**config.mk**
```make
export PLATFORM = sky130hd
export DESIGN_NAME = serial_adder
export DESIGN_NICKNAME = d
export VERILOG_FILES = /design/src/rtl/serial_adder.sv
export SDC_FILE = /design/constraint.sdc
export NUM_CORES = 1
export LEC_CHECK = 0
export BUFFER_PORTS_ARGS = -buffer_cell sky130_fd_sc_hd__buf_2
export CAP_MARGIN = 5
export CORE_MARGIN = 2
export CORE_UTILIZATION = 35
export CTS_CLUSTER_DIAMETER = 100
export DETAILED_ROUTE_END_ITERATION = 7
export GPL_TIMING_DRIVEN = 0
export PLACE_DENSITY = 0.54
export SKIP_CTS_REPAIR_TIMING = 1
export SLEW_MARGIN = 0
export SYNTH_ARGS = -nofsm -noshare
export SYNTH_HDL_FRONTEND = slang
export SYNTH_SLANG_ARGS = --single-unit
```
**constraint.sdc**
```tcl
create_clock -name clk -period 3.3 [get_ports clk]
set_clock_uncertainty 0.1 [all_clocks]
set_input_delay 0.33 -clock clk [delete_from_list [all_inputs] [get_ports clk]]
set_output_delay 0.33 -clock clk [all_outputs]
set_load 0.1 [all_outputs]
```
**src/rtl/serial_adder.sv**
```systemverilog
// serial_adder: multi-cycle adder built on one BITS_PER_CYCLE-wide adder slice.
// Operands are consumed LSB first, one slice per clock, under a start/busy/done
// handshake. {c_out, sum} = din_a + din_b + c_in, modulo 2^(WIDTH+1).
// Optional macro SERIAL_ADDER_SUB_EN adds a `sub` input (A - B) and an `ovf`
// output flagging signed two's-complement overflow of the effective operation.
module serial_adder #(
  parameter int WIDTH          = 8,
  parameter int BITS_PER_CYCLE = 1
) (
  input  logic             clk,
  input  logic             rst,
  input  logic             start,
  input  logic [WIDTH-1:0] din_a,
  input  logic [WIDTH-1:0] din_b,
  input  logic             c_in,
  output logic             busy,
  output logic             done,
  output logic [WIDTH-1:0] sum,
  output logic             c_out
`ifdef SERIAL_ADDER_SUB_EN
  ,
  input  logic             sub,
  output logic             ovf
`endif
);

  localparam int NumSlices = WIDTH / BITS_PER_CYCLE;
  localparam int CntW      = (NumSlices > 1) ? $clog2(NumSlices) : 1;

  typedef enum logic {
    StIdle,
    StRun
  } state_t;

  state_t                  state;
  logic [WIDTH-1:0]        a_sr;
  logic [WIDTH-1:0]        b_sr;
  logic                    carry;
  logic [WIDTH-1:0]        psum;
  logic [CntW-1:0]         cnt;

  logic [BITS_PER_CYCLE:0] slice;
  logic [WIDTH-1:0]        psum_next;
  logic                    last;
  logic [WIDTH-1:0]        b_cap;
  logic                    c_cap;

`ifdef SERIAL_ADDER_SUB_EN
  // MSBs of the effective operands, kept for the overflow flag after shifting
  logic                    a_msb;
  logic                    b_msb;
`endif

  // Slice adder, end-of-operation detect and operand preparation at capture
  always_comb begin
    slice = {1'b0, a_sr[BITS_PER_CYCLE-1:0]} + {1'b0, b_sr[BITS_PER_CYCLE-1:0]}
          + {{BITS_PER_CYCLE{1'b0}}, carry};
    last  = (cnt == CntW'(NumSlices - 1));
`ifdef SERIAL_ADDER_SUB_EN
    // Subtraction is A + ~B + 1
    b_cap = sub ? ~din_b : din_b;
    c_cap = sub ? 1'b1 : c_in;
`else
    b_cap = din_b;
    c_cap = c_in;
`endif
  end

  // New slice enters at the top; after NumSlices shifts the sum is aligned
  if (NumSlices > 1) begin : g_shift
    assign psum_next = {slice[BITS_PER_CYCLE-1:0], psum[WIDTH-1:BITS_PER_CYCLE]};
  end else begin : g_single
    assign psum_next = slice[BITS_PER_CYCLE-1:0];
  end

  // Control FSM with datapath registers and registered handshake outputs
  always_ff @(posedge clk or posedge rst) begin
    if (rst) begin
      state <= StIdle;
      a_sr  <= '0;
      b_sr  <= '0;
      carry <= 1'b0;
      psum  <= '0;
      cnt   <= '0;
      busy  <= 1'b0;
      done  <= 1'b0;
      sum   <= '0;
      c_out <= 1'b0;
`ifdef SERIAL_ADDER_SUB_EN
      a_msb <= 1'b0;
      b_msb <= 1'b0;
      ovf   <= 1'b0;
`endif
    end else begin
      unique case (state)
        StIdle: begin
          done <= 1'b0;
          if (start) begin
            a_sr  <= din_a;
            b_sr  <= b_cap;
            carry <= c_cap;
            psum  <= '0;
            cnt   <= '0;
            busy  <= 1'b1;
            state <= StRun;
`ifdef SERIAL_ADDER_SUB_EN
            a_msb <= din_a[WIDTH-1];
            b_msb <= b_cap[WIDTH-1];
`endif
          end
        end
        StRun: begin
          a_sr  <= a_sr >> BITS_PER_CYCLE;
          b_sr  <= b_sr >> BITS_PER_CYCLE;
          carry <= slice[BITS_PER_CYCLE];
          psum  <= psum_next;
          cnt   <= cnt + 1'b1;
          if (last) begin
            sum   <= psum_next;
            c_out <= slice[BITS_PER_CYCLE];
            done  <= 1'b1;
            busy  <= 1'b0;
            cnt   <= '0;
            state <= StIdle;
`ifdef SERIAL_ADDER_SUB_EN
            ovf   <= (a_msb == b_msb) && (psum_next[WIDTH-1] != a_msb);
`endif
          end
        end
        default: state <= StIdle;
      endcase
    end
  end

endmodule

```
==> results.sh <==
export IMPL_tightest_slew_ps=819.9
export IMPL_status="finished clean"
export IMPL_clockBufferDepth=2
export IMPL_areaGrowthSynthToFinish_pct=17.44
export IMPL_worstPathRequired_ps=3370
export IMPL_drv_cap=0
export IMPL_power_density_nw_per_um2=1037
export IMPL_n_antenna_cell=0
export IMPL_drt_wl_total_um=3136
export IMPL_grt_max_degree=40
export IMPL_synth_area_leaders="dfrtp_1 56%, mux2i_1 10%, mux2_2 5.9%"
export IMPL_multi_input_area_um2=654.4
export IMPL_max_freq_mhz=638.2
export IMPL_synth_edf_count=0
export IMPL_tns_ps=0
export IMPL_viasPerCell=4.605
export IMPL_grt_pass1_wl_um=5333
export IMPL_cts_tree="yes"
export IMPL_num_rows=25
export IMPL_root_buffer="clkbuf_8"
export IMPL_port_buffers=29
export IMPL_relSlewSlack=0.4526
export IMPL_synth_distinct_cells=21
export IMPL_top_level_ports=31
export IMPL_route_vias_total=1142
export IMPL_clk_pin_slew_ps=70
export IMPL_rsz0062_at_grt="false"
export IMPL_wl_met1_um=1471
export IMPL_stdcell_count=248
export IMPL_htreeDepth=2
export IMPL_dieArea_um2=5519
export IMPL_wl_met2_um=1477
export IMPL_cp_end_kind="flip-flop"
export IMPL_synth_top_area_share=0.5644
export IMPL_drive_gt1_frac=0.2928
export IMPL_syn_num_nets=170
export IMPL_wl_met3_um=124
export IMPL_antenna_found_initial=0
export IMPL_grt_overflow=0
export IMPL_postSynthAreaPerCell_um2=11.84
export IMPL_clock_sinks=39
export IMPL_first_global_vias=1112
export IMPL_netlist_area_um2=1729
export IMPL_synthTopCellsByCount="39 x dfrtp_1, 23 x nand2_1, 18 x mux2i_1"
export IMPL_fill_cells=473
export IMPL_crit_path_start_kind="flip-flop"
export IMPL_fin_hold_ws_ps=98.54
export IMPL_min_period_over_period=0.4748
export IMPL_drt_initial_drc_count=94
export IMPL_place_congestion=0.6657
export IMPL_hold_viol=0
export IMPL_hpwl_um=2153
export IMPL_clkLatencyLatePin_ps=290
export IMPL_cp_max_fo=9
export IMPL_yosysWarnings=0
export IMPL_p_leak_nw=1.019
export IMPL_fin_crit_ps=1567
export IMPL_reg2reg_depth=4
export IMPL_wl_per_cell_um=12.65
export IMPL_hp_class="input pin to asynchronous set/reset pin"
export IMPL_layout_nets=206
export IMPL_highest_layer="met4"
export IMPL_arrival_ps=1640
export IMPL_final_antenna_net_count=0
export IMPL_cts_made_buffers=5
export IMPL_setup_viol=0
export IMPL_grt_use_total=0.1299
export IMPL_place_inst=242
export IMPL_core_area_um2=4755
export IMPL_async_flop_share=1.000
export IMPL_synthCells=146
export IMPL_fp_dieW_um=74.29
export IMPL_path_class="flip-flop to flip-flop"
export IMPL_utilization=0.4271
export IMPL_ys_flop_type="dfrtp_1"
export IMPL_route_detailed_drc=0
export IMPL_drtPass1Iterations=4
export IMPL_die_y_um=74.29
export IMPL_seq_area_frac_synth=0.5644
export IMPL_seqCellArea_um2=975.9
export IMPL_initial_core_util=0.3637
export IMPL_synth_top_area_cell="dfrtp_1"
export IMPL_timing_final_max_slew_violations=0
export IMPL_post_synth_top_count_cell="dfrtp_1"
export IMPL_synth_seq_cells=39
export IMPL_ir_drop_mv=0.4565
routing by layer:
layer,vias to the layer above,track usage
met5,-,0
met2,19,0.2014
li1,560,-
met4,0,0.05357
met1,557,0.1662
met3,6,0.04607
logic make-up (layout without fill, tap and decap cells):
logic type	count (synthesis)	in the layout	share of synthesized area
mux	27	27	0.1628
buf+inv	12	47	0.05716
flops	39	39	0.5644
simple gates	37	37	0.09841
fa+ha+maj	4	4	0.03329
compound gates	27	27	0.08394
placed cells by master (no fill, tap or decap):
cell	count
dfrtp_1	39
buf_2	29
nand2_1	23
mux2i_1	18
o21ai_1	14
mux2_2	9
o21ai_0	9
nand2b_1	8
clkbuf_8	5
buf_4	4
nor2_1	4
buf_6	3
ha_1	3
clkbuf_1	2
inv_1	2
buf_12	1
nand2_4	1
nor3b_1	1
a21o_1	1
inv_2	1
o21a_1	1
o22ai_1	1
a22o_1	1
fa_1	1
final cells by class:
cell class	instances	area share
flip-flops and latches	39	0.4806
multi-input cells	95	0.3222
repair buffers	29	0.07147
plain buffers	9	0.04313
well taps	67	0.04128
clock buffers	6	0.03574
inverters	3	0.005545
worst max-delay path, cell delays in order, from the launching register on:
cell     delay [ps]
dfrtp_1         400
ha_1            230
ha_1            230
nand2_4         150
mux2_2          350
sequential cells by signal, summed over array words and instances (netlist names):
signal / flops
psum: 7
c_out: 1
a_sr: 8
cnt: 3
sum: 8
done: 1
b_sr: 8
state: 1
carry: 1
busy: 1
report_power, final:
group          switching (mW)  total [mW]  internal, mW
Sequential              0.108       0.785         0.677
Combinational           0.717        1.03         0.310
Clock                   0.152       0.292         0.141
Total                   0.977        2.11          1.13
metrics by stage:
stage / total power, mW / cell area (µm²) / setup slack [ps]
final: 2.105 / 2031 / 1733
after global routing: 2.258 / 2031 / 1648
after CTS: 2.139 / 2031 / 1707
after detailed placement: 1.835 / 1958 / 1721
after global placement: 1.810 / 1958 / 1479
after floorplan: 1.637 / 1729 / 1824
final timing paths:
kind,end,start,slack (ps)
min in group clk,b_sr[7],din_b[7],190
hold / removal,sum[6],rst,100
hold reg to reg,a_sr[4],a_sr[5],380
max in group asynchronous,cnt[0],rst,2490
setup reg to reg,sum[2],cnt[0],1730
setup / recovery,sum[2],cnt[0],1730
No activity file was read; power rests on OpenSTA's default activity.
